## config.mk

```make
export PLATFORM = sky130hd
export DESIGN_NAME = sr595_rx
export DESIGN_NICKNAME = d
export VERILOG_FILES = /design/src/rtl/sr595_pkg.sv /design/src/rtl/sr595_rx_sync_edge.sv /design/src/rtl/sr595_rx.sv
export SDC_FILE = /design/constraint.sdc
export NUM_CORES = 1
export LEC_CHECK = 0
export BUFFER_PORTS_ARGS = -buffer_cell sky130_fd_sc_hd__buf_2
export CORE_ASPECT_RATIO = 1.75
export CORE_UTILIZATION = 60
export CTS_BUF_LIST = sky130_fd_sc_hd__clkbuf_4 sky130_fd_sc_hd__clkbuf_8
export DETAILED_ROUTE_END_ITERATION = 8
export PLACE_DENSITY_LB_ADDON = 0.15
export SYNTH_ARGS = -nofsm -noshare
export SYNTH_HDL_FRONTEND = slang
export SYNTH_SLANG_ARGS = --single-unit
```

## constraint.sdc

```tcl
create_clock -name clk -period 5 [get_ports clk]
set_clock_uncertainty 0.05 [all_clocks]
set_input_delay 0.5 -clock clk [delete_from_list [all_inputs] [get_ports clk]]
set_output_delay 0.5 -clock clk [all_outputs]
set_load 0.03 [all_outputs]
```

## src/rtl/sr595_pkg.sv

```systemverilog
// Shared constants and helpers for the 74HC595 link receiver.
// Digit capture is built only when RX_DIGIT_CAPTURE_EN is defined.
package sr595_pkg;

  localparam int SR595_DIGITS = 4;
  localparam int SR595_SEG_W  = 8;
  localparam int SR595_AN_W   = 4;
  localparam int SR595_CNT_W  = 8;

  localparam logic [SR595_CNT_W-1:0] SR595_CNT_MAX = '1;

  function automatic logic [SR595_CNT_W-1:0] sat_inc(
    input logic [SR595_CNT_W-1:0] c
  );
    return (c == SR595_CNT_MAX) ? c : c + 1'b1;
  endfunction

endpackage

```

## src/rtl/sr595_rx_sync_edge.sv

```systemverilog
// Multi-flop input synchronizer followed by a one-flop rise detector.
// Macro RX_DIGIT_CAPTURE_EN does not affect this file.
module sync_edge #(
  parameter int   STAGES  = 2,
  parameter logic RST_VAL = 1'b0
) (
  input  logic clk,
  input  logic rst_n,
  input  logic d_i,
  output logic sync_o,
  output logic rise_o
);

  logic [STAGES-1:0] sync_q;
  logic              prev_q;

  if (STAGES < 2) begin : g_bad_stages
    $error("sync_edge: STAGES must be >= 2");
  end

  always_ff @(posedge clk or negedge rst_n) begin
    if (!rst_n) begin
      sync_q <= {STAGES{RST_VAL}};
      prev_q <= RST_VAL;
    end else begin
      sync_q <= {sync_q[STAGES-2:0], d_i};
      prev_q <= sync_q[STAGES-1];
    end
  end

  assign sync_o = sync_q[STAGES-1];
  assign rise_o = sync_q[STAGES-1] & ~prev_q;

endmodule

```

## src/rtl/sr595_rx.sv

```systemverilog
// Oversampling receiver that rebuilds a 74HC595 chain from SHCP/STCP/DS/OE.
// Define RX_DIGIT_CAPTURE_EN to add per-digit segment capture (WIDTH == 12).
module sr595_rx
  import sr595_pkg::*;
#(
  parameter int WIDTH            = 12,
  parameter int SYNC_STAGES      = 2,
  parameter int ANODE_ACTIVE_LOW = 1
) (
  input  logic             clk,
  input  logic             rst_n,
  input  logic             i_shcp,
  input  logic             i_stcp,
  input  logic             i_ds,
  input  logic             i_oe,
  output logic [WIDTH-1:0] o_data,
  output logic             o_valid,
  output logic             o_frame_err,
  output logic             o_oe
`ifdef RX_DIGIT_CAPTURE_EN
  ,
  output logic [31:0]      o_digits,
  output logic             o_digits_valid
`endif
);

  localparam logic [SR595_CNT_W-1:0] WIDTH_CNT =
    SR595_CNT_W'(WIDTH);

  if (WIDTH < 2) begin : g_bad_width
    $error("sr595_rx: WIDTH must be >= 2");
  end

  if (ANODE_ACTIVE_LOW != 0 && ANODE_ACTIVE_LOW != 1) begin : g_bad_pol
    $error("sr595_rx: ANODE_ACTIVE_LOW must be 0 or 1");
  end

  logic shcp_s, shcp_rise;
  logic stcp_s, stcp_rise;
  logic ds_s, ds_rise_unused;
  logic oe_s, oe_rise_unused;
  logic shcp_s_unused, stcp_s_unused;

  sync_edge #(.STAGES(SYNC_STAGES), .RST_VAL(1'b0)) u_shcp (
    .clk    (clk),
    .rst_n  (rst_n),
    .d_i    (i_shcp),
    .sync_o (shcp_s),
    .rise_o (shcp_rise)
  );

  sync_edge #(.STAGES(SYNC_STAGES), .RST_VAL(1'b0)) u_stcp (
    .clk    (clk),
    .rst_n  (rst_n),
    .d_i    (i_stcp),
    .sync_o (stcp_s),
    .rise_o (stcp_rise)
  );

  sync_edge #(.STAGES(SYNC_STAGES), .RST_VAL(1'b0)) u_ds (
    .clk    (clk),
    .rst_n  (rst_n),
    .d_i    (i_ds),
    .sync_o (ds_s),
    .rise_o (ds_rise_unused)
  );

  // OE idles disabled so o_oe stays low while the flops fill after reset.
  sync_edge #(.STAGES(SYNC_STAGES), .RST_VAL(1'b1)) u_oe (
    .clk    (clk),
    .rst_n  (rst_n),
    .d_i    (i_oe),
    .sync_o (oe_s),
    .rise_o (oe_rise_unused)
  );

  assign shcp_s_unused = shcp_s;
  assign stcp_s_unused = stcp_s;

  logic [WIDTH-1:0]       sr_q, sr_d;
  logic [WIDTH-1:0]       data_q, data_d;
  logic [SR595_CNT_W-1:0] cnt_q, cnt_d;
  logic                   valid_q, valid_d;
  logic                   err_q, err_d;
  logic                   oe_q, oe_d;

  // Storage samples sr_q, i.e. the value before a coincident shift.
  always_comb begin
    sr_d    = sr_q;
    data_d  = data_q;
    cnt_d   = cnt_q;
    valid_d = 1'b0;
    err_d   = 1'b0;
    oe_d    = ~oe_s;
    if (shcp_rise) begin
      sr_d  = {sr_q[WIDTH-2:0], ds_s};
      cnt_d = sat_inc(cnt_q);
    end
    if (stcp_rise) begin
      data_d  = sr_q;
      valid_d = 1'b1;
      err_d   = (cnt_q != WIDTH_CNT);
      cnt_d   = shcp_rise ? SR595_CNT_W'(1) : '0;
    end
  end

  always_ff @(posedge clk or negedge rst_n) begin
    if (!rst_n) begin
      sr_q    <= '0;
      data_q  <= '0;
      cnt_q   <= '0;
      valid_q <= 1'b0;
      err_q   <= 1'b0;
      oe_q    <= 1'b0;
    end else begin
      sr_q    <= sr_d;
      data_q  <= data_d;
      cnt_q   <= cnt_d;
      valid_q <= valid_d;
      err_q   <= err_d;
      oe_q    <= oe_d;
    end
  end

  assign o_data      = data_q;
  assign o_valid     = valid_q;
  assign o_frame_err = err_q;
  assign o_oe        = oe_q;

`ifdef RX_DIGIT_CAPTURE_EN
  if (WIDTH != 12) begin : g_bad_dig
    $error("sr595_rx: digit capture requires WIDTH == 12");
  end

  logic [SR595_SEG_W-1:0]  seg;
  logic [SR595_AN_W-1:0]   an_act;
  logic [31:0]             dig_q, dig_d;
  logic [SR595_DIGITS-1:0] seen_q, seen_d;
  logic                    dval_q, dval_d;

  assign seg    = data_q[SR595_AN_W +: SR595_SEG_W];
  assign an_act = (ANODE_ACTIVE_LOW != 0) ?
                  ~data_q[SR595_AN_W-1:0] :
                  data_q[SR595_AN_W-1:0];

  always_comb begin
    dig_d  = dig_q;
    seen_d = seen_q;
    if (valid_q && $onehot(an_act)) begin
      for (int i = 0; i < SR595_DIGITS; i++) begin
        if (an_act[i]) begin
          dig_d[SR595_SEG_W*i +: SR595_SEG_W] = seg;
        end
      end
      seen_d = seen_q | an_act;
    end
    dval_d = dval_q | (&seen_d);
  end

  always_ff @(posedge clk or negedge rst_n) begin
    if (!rst_n) begin
      dig_q  <= '0;
      seen_q <= '0;
      dval_q <= 1'b0;
    end else begin
      dig_q  <= dig_d;
      seen_q <= seen_d;
      dval_q <= dval_d;
    end
  end

  assign o_digits       = dig_q;
  assign o_digits_valid = dval_q;
`endif

endmodule

```

Word-level counts from Yosys, hierarchy flattened. Index checks and enable logic that the tools add are counted.

Input port bits: 6. Word-level logic and storage cells: 29. Flip-flop bits (word level): 45. Output and inout port bits: 15.

$add $sub $neg: 1. Equality and inequality tests: 3. Bitwise operators: 5. Reductions and logical operators: 2. Muxes and demuxes: 6.

Operators by type and width (number): 8-bit two-way mux (3); 8-bit by 1-bit adder with 8-bit output, second input constant (1); 8-bit == test, second input constant (1); 8-bit by 4-bit != test with 1-bit output, second input constant (1); 1-bit two-way mux (3); 1-bit inverter (3); 1-bit AND (2); 2-bit != test, second input constant (1); 2-bit AND reduction (1); 2-bit nonzero test (1).

Logic depth before layout (Yosys ltp). Gate-level depths: netlist (run 1).

Depth in word-level cells: 4. Depth in mapped cells: 6. Mapped depth without buffers: 5.

Cells and area by module. A second synthesis (run 1) with hierarchy kept.

Cells, all modules: 121. Area total of the unflattened synthesis: 1824.2 um2.

Modules (own cells, without submodules): sr595_rx (cells an instance 105, area each 1465.2 um2, times used 1, sequential area each 875.8 um2); sync_edge (u_ds ...) (cells an instance 4, area each 88.8 um2, times used 3, sequential area each 75.1 um2); sync_edge (u_oe) (cells an instance 4, area each 92.6 um2, times used 1, sequential area each 78.8 um2).

Least setup slack after synthesis (run 1). Ideal clock, no wire load.

Path kind: flip-flop to flip-flop. Start point: reg cnt_q[0]. End point: reg cnt_q[5]. Required time: 4.872 ns. Buffers on the path: 1. Slack: 3.234 ns. Data arrival time: 1.638 ns. Stages on the path, launching flop included: 7. Clock period less this slack: 1.766 ns. Setup time: 0.078 ns. Path through: dfrtp_1 ha_1 and2_2 and3_4 buf_6 or4_1 a21oi_1.

Cells in the longest elaborated chain, start to end: 4. Elaborated cells on any way between the ends: 7. Classes of those cells: 1 x add/sub; 2 x eq/ne; 3 x mux; 1 x reduce/logical.

Ends and longest elaborated chain: from (decl) (RTL line sr595_rx.sv:82) `logic [SR595_CNT_W-1:0] cnt_q, cnt_d;`; from (signal assigned) (RTL line sr595_rx.sv:118) `cnt_q <= cnt_d;`; 8-bit by 1-bit adder with 8-bit output (RTL line sr595_pkg.sv:15) `return (c == SR595_CNT_MAX) ? c : c + 1'b1;`; 8-bit two-way mux (RTL line sr595_pkg.sv:15); 8-bit two-way mux (RTL line sr595_rx.sv:95) `if (shcp_rise) begin`; 8-bit two-way mux (RTL line sr595_rx.sv:99) `if (stcp_rise) begin`.

Parallel ways exist; a longest one is shown, timed or not. The select of a mux whose other input is x is not followed. A chain may end at the register's enable or synchronous reset.

Worst setup path after layout (run 1).
Start point: reg u_shcp.sync_q[1]. End point: reg cnt_q[5].

Cells in the longest elaborated chain, start to end: 3.

Ends and longest elaborated chain: from (decl) (RTL line sr595_rx_sync_edge.sv:14) `logic [STAGES-1:0] sync_q;`; from (signal assigned) (RTL line sr595_rx_sync_edge.sv:23) `sync_q <= {STAGES{RST_VAL}};`; from (signal assigned) (RTL line sr595_rx_sync_edge.sv:26) `sync_q <= {sync_q[STAGES-2:0], d_i};`; 1-bit AND (RTL line sr595_rx_sync_edge.sv:32) `assign rise_o = sync_q[STAGES-1] & ~prev_q;`; 2-bit nonzero test (no source line); 2-bit AND reduction (no source line).

No other way between the ends.

==> reports/summary.txt, run 1 <==
Max Freq -> 0.443 GHz
Post-CTS Setup Bufs -> 0
Area growth syn-to-layout -> 11.1%
R2r startpoint -> u_shcp.sync_q[1]
# IOs -> 21
Asr flop ratio synth -> 100%
Status -> finished, final reports clean
Crit path max fanout -> 15
Yosys cell types -> 30
Worst setup SP type -> flop
Die Ht -> 72.9 um
Hold Crit Depth -> 1
Avg Vias per Cell -> 5.59
Maximum vdd ir drop -> 0.000309 V
Port Buffers -> 20
DR iter-0 viols -> 38
Most common cell after layout, fill and taps aside -> nand2_1
Post-Synthesis Net Count -> 177
Sequential element share of the synthesized area -> 65.5%
Slew HR -> 33.6%
Ranking of synthesized cells by area -> dfrtp_1 62%, nand2_1 17%, dfstp_2 3.1%
Placed insts -> 209
Tcrit/Tclk final -> 45.2%
CP endpoint kind -> flop
Initial antenna violation count -> 0
Post-route ant nets -> 0
R2R Path End -> cnt_q[5]
Worst slew pin tran -> 0.995 ns
Dominant synthesized flop cell -> dfrtp_1
CP required -> 5.17 ns
Post-DP Area -> 1820 sq um
Synth top area share -> 62.5%
Worst path arrival time -> 2.43 ns
CTS tree -> done
Max-cap check violation count -> 0
FILL cells -> 221
Cell Chain, Critical Path -> nor2b_1 > nand4_1 > or4_1 > a21oi_1
Power per Cell Area -> 415 nW/um^2
Non-filler instance count after layout -> 217
HP Start -> i_oe
Post-synth EDFFs -> 0
Die Footprint -> 3100 sq um
Yosys warnings -> 0
DR vias -> 1,213
Largest stage delay on the critical path -> 0.79 ns
H-tree Lvls -> 2
DR pass1 iterations -> 6
Most frequent cells in the layout -> 77 x nand2_1, 43 x dfrtp_1, 20 x buf_2
Initial Util -> 63.3%
R2r setup slk -> 2.74 ns
DRT Wirelength -> 2990 um
Min-delay worst type -> in2reg
Floorplan core area -> 2720 sq um
Post-layout nets -> 197
Crit Path Class -> reg2reg
DRC Markers -> 0
Area occupied by multi-input gates -> 538 sq um
Clk root buf -> clkbuf_8
Setup violators final -> 0
Setup tns final -> 0 ns
CTS hold repair buffers -> 0
Cells resized by post-CTS repair -> 0
Worst-path clk slew -> 0.08 ns
Max clock buf depth -> 2
P_leak -> 0.00101 uW
Syn_area_per_cell -> 10.2 sq um
Worst Reg-to-Reg Cells -> 4
Total CTS buffers -> 5
Seq. cell area -> 1130 sq um
First-pass GRT wire length -> 5190 um
RSZ-0062 raised after global routing -> no
Top delay family on crit path -> simple AND/OR/NAND/NOR gates
Number of antenna diodes -> 0
Post-synthesis instance area -> 1720 sq um
Total Routing Usage GR -> 22.7%
Clk sinks -> 45
Post-synth top area cell -> dfrtp_1
GR Overflow Total -> 0
Vias in the first global route -> 1,244
Largest net degree at the start of global routing -> 46
Syn Inst Count -> 169
#FFs+latches synth -> 45
# rows -> 25
Die extent in x -> 42.5 um
Layout cells sized above 1 -> 17.4%
HPWL Detailed -> 1940 um
Hold Path Sink -> u_oe.sync_q[0]
Slew Limit Fails -> 0
Worst path bufs/invs -> 0
Slowest stage cell, crit path -> nor2b_1
Clock Latency Late Sink -> 0.30 ns
Gpl congestion -> 0.736
Drt wl/cell -> 13.8 um
Endpoints failing hold -> 0
Minimum clock period -> 2.26 ns
Fin area -> 1910 sq um
worst reg2reg max path: cells and delay by family (launching register included):
kind / cells / cell delay [ns]
AOI/OAI and AO/OA: 1 / 0.15
DFF: 1 / 0.37
and+or+nand+nor: 3 / 1.61
power by group:
| group | switching, uW | internal [uW] | total [uW] |
|---|---|---|---|
| registers | 29.9 | 411 | 441 |
| logic | 89.5 | 36.8 | 126 |
| clock network | 118 | 110 | 228 |
| total | 238 | 557 | 795 |
area by class of cell:
cell class / count / area share, %
Clock buffer: 7 / 4.38
Sequential cell: 45 / 59.0
Timing Repair Buffer: 20 / 5.23
Clock inverter: 1 / 0.392
Tap cell: 27 / 1.76
Multi-Input combinational cell: 111 / 28.1
Inverter: 6 / 1.18
state kept, by name, indices dropped and copies added, names as in the netlist:
signal         flops
cnt_q              8
o_data            12
o_frame_err        1
o_oe               1
o_valid            1
sr_q              12
u_ds.sync_q        2
u_oe.sync_q        2
u_shcp.prev_q      1
u_shcp.sync_q      2
u_stcp.prev_q      1
u_stcp.sync_q      2
per-stage QoR:
stage | util [%] | power, uW | hold slack, ns | worst slack (ns)
3_3_place_gp | 67.0 | 568 | 0.282 | 2.93
3_5_place_dp | 67.0 | 575 | 0.285 | 2.84
2_1_floorplan | - | 529 | 0.154 | 3.23
4_1_cts | 70.3 | 804 | 0.235 | 2.75
6_report | 70.3 | 795 | 0.244 | 2.74
5_1_grt | 70.3 | 831 | 0.231 | 2.52
synth_stat cells (2+ instances only):
cell      instances
nand2_1          77
dfrtp_1          43
clkbuf_1          5
inv_1             5
a21oi_1           3
nand4_1           3
o211ai_1          3
a211oi_1          2
dfstp_2           2
ha_1              2
nand2b_1          2
nor2_1            2
o21ai_0           2
o31ai_1           2
logic make-up after synthesis:
logic type | after synthesis | synth area share (%)
AO/OA/AOI/OAI | 14 | 5.52
flip-flops | 45 | 65.5
multiplexers | 1 | 0.581
AND/OR/NAND/NOR | 93 | 23.2
buffers and inverters | 13 | 3.27
XOR/XNOR | 1 | 0.508
adder cells (fa/ha/maj) | 2 | 1.45
per-layer routing:
layer,GRT usage (%),share of wire [%]
met3,5.45,3.5
met5,0,0
met1,23.9,41
met2,40.3,53
met4,13.2,2.4
worst max path at each step:
| stage | startpoint | depth (start not counted) | slack, ns | end |
|---|---|---|---|---|
| 2_1_floorplan | cnt_q[0] | 6 | 3.23 | cnt_q[5] |
| 3_3_place_gp | u_shcp.sync_q[1] | 4 | 2.93 | cnt_q[5] |
| 5_1_grt | u_shcp.sync_q[1] | 4 | 2.52 | cnt_q[5] |
| 6_report | u_shcp.sync_q[1] | 4 | 2.74 | cnt_q[5] |
| 4_1_cts | u_shcp.sync_q[1] | 4 | 2.75 | cnt_q[5] |
| 3_5_place_dp | u_shcp.sync_q[1] | 4 | 2.84 | cnt_q[5] |
Power figures use the tool's default switching activity.
==> inputs of run 2 (changes only) <==
Settings changed: ABC_AREA set to 1, CORE_UTILIZATION 60 to 59.
Clock period 5 ns to 2.3 ns, I/O delays scaled along.
==> run 2 against run 1 <==
  * The run now ends with design-rule violations left
  * Non-clock buffer count grew 5
  * Sequential share of layout area shrank 3.6 points
  * Worst setup slack lost 2.0 ns
  * Combinational power grew 140%
  * Sequential power grew 120%
  * Critical endpoint is now cnt_q[7]
==> reports/summary.txt, run 2 <==
Status -> finished, violations left
Violated checks -> design-rule violations
Post-layout nets -> 221
Minimum clock period -> 1.56 ns
R2r setup slk -> 0.74 ns
Area occupied by multi-input gates -> 544 sq um
Avg Vias per Cell -> 5.43
Crit path max fanout -> 37
CTS tree -> done
Clock Latency Late Sink -> 0.30 ns
Total power -> 1720 uW
Area growth syn-to-layout -> 13.7%
DR iter-0 viols -> 31
Asr flop ratio synth -> 100%
Ranking of synthesized cells by area -> dfrtp_1 60%, nand2_1 9.6%, o21ai_0 7.5%
Final worst slack -> 0.744 ns
Seq. cell area -> 1130 sq um
Post-Synthesis Net Count -> 194
Tcrit/Tclk final -> 67.6%
Vias in the first global route -> 1,237
Most frequent cells in the layout -> 46 x nand2_1, 43 x dfrtp_1, 27 x o21ai_0
Drt wl/cell -> 13.8 um
Crit Path Class -> reg2reg
Port Buffers -> 20
Post-synthesis instance area -> 1790 sq um
Worst path arrival time -> 1.74 ns
Total CTS buffers -> 5
DRC Markers -> 2
Clk sinks -> 45
CTS hold repair buffers -> 4
HPWL Detailed -> 2190 um
Slew HR -> 36.5%
Post-route ant nets -> 0
FILL cells -> 237
Slew Limit Fails -> 0
Setup tns final -> 0 ns
# rows -> 26
Floorplan core area -> 2900 sq um
Layout cells sized above 1 -> 18.7%
Initial antenna violation count -> 0
Max clock buf depth -> 2
Dpl ws -> 0.784 ns
Yosys warnings -> 0
DRT Wirelength -> 3340 um
Synth top area share -> 60.0%
Sequential element share of the synthesized area -> 62.9%
Worst setup SP type -> flop
Most common cell after layout, fill and taps aside -> nand2_1
Yosys cell types -> 18
CP endpoint kind -> flop
#FFs+latches synth -> 45
Hold WS -> 0.0242 ns
# IOs -> 21
Power per Cell Area -> 844 nW/um^2
Setup violators final -> 0
Min-delay worst type -> in2async
DR pass1 iterations -> 6
Post-synth top area cell -> dfrtp_1
CP required -> 2.49 ns
Gpl congestion -> 0.861
Max-cap check violation count -> 0
Number of antenna diodes -> 0
Post-synth EDFFs -> 0
Endpoints failing hold -> 0
Clk root buf -> clkbuf_8
Total Routing Usage GR -> 24.2%
Syn_area_per_cell -> 9.64 sq um
Initial Util -> 61.9%
Worst slew pin tran -> 0.952 ns
P_leak -> 0.00105 uW
GR Overflow Total -> 0
Max Freq -> 0.643 GHz
DR vias -> 1,313
Dominant synthesized flop cell -> dfrtp_1
Die extent in x -> 43.7 um
Worst-path clk slew -> 0.08 ns
Largest net degree at the start of global routing -> 46
First-pass GRT wire length -> 5630 um
Syn Inst Count -> 186
RSZ-0062 raised after global routing -> no
Die Ht -> 74.9 um
Post-CTS Setup Bufs -> 0
Cells resized by post-CTS repair -> 0
Die Footprint -> 3270 sq um
Post-synth top cells -> 46 x nand2_1, 43 x dfrtp_1, 27 x o21ai_0, 25 x inv_1, 15 x nand3_1
Core Util, Final -> 70.4%
Maximum vdd ir drop -> 0.000639 V
H-tree Lvls -> 2
Count leader, synth -> nand2_1
## run 2: changes by cell type after synthesis, sizes merged, moves of 2 or more
cell | previous run | this run
nand2 | 77 | 50
o21ai | 2 | 27
inv | 6 | 26
nand3 | 0 | 15
nor2 | 2 | 8
clkbuf | 5 | 2
o211ai | 3 | 0
a211oi | 2 | 0
nand2b | 2 | 0
o31ai | 2 | 0
## run 2: area by class of cell
| cell class | instances | area share (%) |
|---|---|---|
| Sequential cell | 45 | 55.3 |
| Clock inverter | 2 | 0.491 |
| Tap cell | 28 | 1.72 |
| Clock buffer | 6 | 3.74 |
| Inverter | 26 | 4.79 |
| Timing Repair Buffer | 25 | 7.24 |
| Multi-Input combinational cell | 110 | 26.7 |
## run 2: worst max-delay path, cell delays in order, from the launching register on
cell and delay [ns]:
dfrtp_1 0.39, nand2_2 0.46, nand2_1 0.18, a21oi_2 0.24
nand3_1 0.10, nand2_1 0.08
## run 2: routing by layer
layer / vias to the layer above / GRT usage [%] / wire, um
met5: - / 0 / 0
met4: 0 / 12.5 / 72
met3: 6 / 4.32 / 92
met2: 32 / 41.0 / 1810
met1: 635 / 29.1 / 1360
li1: 640 / - / -
## run 2: per-stage QoR
step           area [sq um]  std cells
2_1_floorplan          1790        186
3_3_place_gp           1910        230
3_5_place_dp           1910        230
4_1_cts                2040        242
5_1_grt                2040        242
6_report               2040        242
## run 2: kinds of logic after synthesis
group                      synth area share, %
and+or+nand+nor                           20.4
DFF                                       62.9
buffers and inverters                     6.70
AOI/OAI and AO/OA                         8.58
adders and majority gates                 1.40
## run 2: worst paths after layout
check                      cells past startpoint              to              from
setup / recovery                               5        cnt_q[7]  u_stcp.sync_q[1]
hold / removal                                 1        cnt_q[6]             rst_n
setup reg to reg                               5        cnt_q[7]  u_stcp.sync_q[1]
hold reg to reg                                0  u_ds.sync_q[1]    u_ds.sync_q[0]
max in group asynchronous                      2  u_oe.sync_q[0]             rst_n
min in group clk                               0  u_ds.sync_q[1]    u_ds.sync_q[0]
## run 2: where the power goes
group,leakage [uW],internal (uW),switching [uW]
Combinational,0.000420,88.2,209
Sequential,0.000582,893,58.6
Clock,0.0000484,222,251
Total,0.00105,1200,519
==> inputs of run 3 (changes only) <==
Settings changed: ABC_AREA 1 to 0, CORE_UTILIZATION 59 to 53.
Clock period 2.3 ns to 1.3 ns, I/O delays scaled along.
==> run 3 against run 2 <==
  * The run ends with negative setup slack left
  * Non-clock buffer count up 23
  * Core utilization up 1.7 points
  * Combinational power up 110%
  * Critical path depth unchanged
  * Sequential share of layout area down 5.0 points
  * Worst setup slack worse by 1.1 ns
  * Hold slack better by 0.25 ns
  * Via count up 2.7%
  * Sequential power up 78%
  * Largest cell class unchanged
==> reports/summary.txt, run 3 (synthesized netlist as in run 1, its figures left out) <==
Status -> finished, violations left
Violated checks -> negative setup slack
Avg Vias per Cell -> 5.16
Worst Reg-to-Reg Cells -> 5
Slew HR -> 80.3%
CTS tree -> done
Initial antenna violation count -> 0
Worst setup SP type -> flop
Max-cap check violation count -> 0
Die Footprint -> 3490 sq um
Total CTS buffers -> 5
Floorplan core area -> 3110 sq um
Post-layout nets -> 225
R2r startpoint -> cnt_q[0]
# rows -> 27
R2R Path End -> cnt_q[5]
Drt wl/cell -> 15.0 um
Setup violators final -> 8
CP endpoint kind -> flop
Worst path arrival time -> 1.87 ns
DR iter-0 viols -> 35
Clock Latency Late Sink -> 0.30 ns
Maximum vdd ir drop -> 0.00118 V
Post-route ant nets -> 0
P_leak -> 0.00117 uW
GR Overflow Total -> 0
First-pass GRT wire length -> 6560 um
Area growth syn-to-layout -> 30.1%
Slew Limit Fails -> 0
RSZ-0062 raised after global routing -> yes
Max Freq -> 0.593 GHz
H-tree Lvls -> 2
DR vias -> 1,348
Tcrit/Tclk final -> 130%
Final worst slack -> -0.387 ns
FILL cells -> 254
Most frequent cells in the layout -> 77 x nand2_1, 43 x dfrtp_1, 20 x buf_2
CP required -> 1.48 ns
Core Util, Final -> 72.1%
HPWL Detailed -> 2330 um
DR pass1 iterations -> 4
Setup tns final -> -1.81 ns
Vias in the first global route -> 1,464
# IOs -> 21
Power per Cell Area -> 1520 nW/um^2
Worst-path clk slew -> 0.09 ns
Total Routing Usage GR -> 26.2%
Crit Path Class -> reg2reg
Initial Util -> 55.4%
Port Buffers -> 20
R2r setup slk -> -0.39 ns
Min-delay worst type -> in2async
Layout cells sized above 1 -> 29.8%
Clk sinks -> 45
Number of antenna diodes -> 0
Die extent in x -> 45.1 um
Worst slew pin tran -> 0.291 ns
Endpoints failing hold -> 0
DRC Markers -> 0
Die Ht -> 77.4 um
Clk root buf -> clkbuf_8
Max clock buf depth -> 2
Crit path max fanout -> 2
Largest net degree at the start of global routing -> 26
Most common cell after layout, fill and taps aside -> nand2_1
Seq. cell area -> 1130 sq um
Minimum clock period -> 1.69 ns
Gpl congestion -> 0.874
DRT Wirelength -> 3910 um
Area occupied by multi-input gates -> 576 sq um
run 3: layout make-up:
class	count	area share, %
clock buffers	7	4.02
clock inverters	1	1.34
inverters	6	1.12
multi-input cells	111	25.7
flip-flops and latches	45	50.4
well taps	43	2.40
repair buffers	48	15.1
run 3: report_power, final:
part	total (uW)	leakage (uW)	internal [uW]	switching, uW
sequential	1690	0.000581	1580	112
clock	1110	0.0000619	647	461
combinational	609	0.000528	223	387
total	3410	0.00117	2450	959
run 3: routing by layer:
metal / global-route usage [%] / up-vias / wire, um / share of wire, %
met5: 0 / - / 0 / 0
met4: 16.4 / 0 / 129 / 3.3
met3: 5.81 / 11 / 102 / 2.6
met2: 42.3 / 38 / 2190 / 56
met1: 30.1 / 662 / 1490 / 38
li1: - / 637 / - / -
run 3: per-stage QoR:
stage	hold slack [ns]	instance area (sq um)	std cells	total power [uW]	setup slack, ns
2_1_floorplan	-0.216	1730	169	2040	-0.407
3_5_place_dp	0.0708	1970	242	2260	-0.345
4_1_cts	0.284	2220	261	3420	-0.359
6_report	0.274	2240	261	3410	-0.387
5_1_grt	0.306	2240	261	3560	-0.425
3_3_place_gp	0.0685	1970	242	2230	-0.281
run 3: repair_timing:
action	in CTS	in global routing
endpoints found under the hold margin	47	0
hold buffers	5	0
pin swaps	9	5
gates resized for setup	8	9
endpoints found under the setup margin	8	21
setup buffers	7	2
run 3: worst max-delay path by stage:
stage               slack, ns  depth (start not counted)      from        to
floorplan               -0.41                          6  cnt_q[0]  cnt_q[5]
global placement        -0.28                          5  cnt_q[1]  cnt_q[5]
detailed placement      -0.34                          5  cnt_q[0]  cnt_q[5]
CTS                     -0.36                          5  cnt_q[0]  cnt_q[5]
global route            -0.43                          5  cnt_q[0]  cnt_q[5]
finish                  -0.39                          5  cnt_q[0]  cnt_q[5]
run 3: worst max-delay path: stages, from the launching register on:
cell and delay [ns]:
dfrtp_1 0.41, ha_2 0.18, and2_4 0.13, and3_4 0.17
or4_4 0.52, a21oi_2 0.15
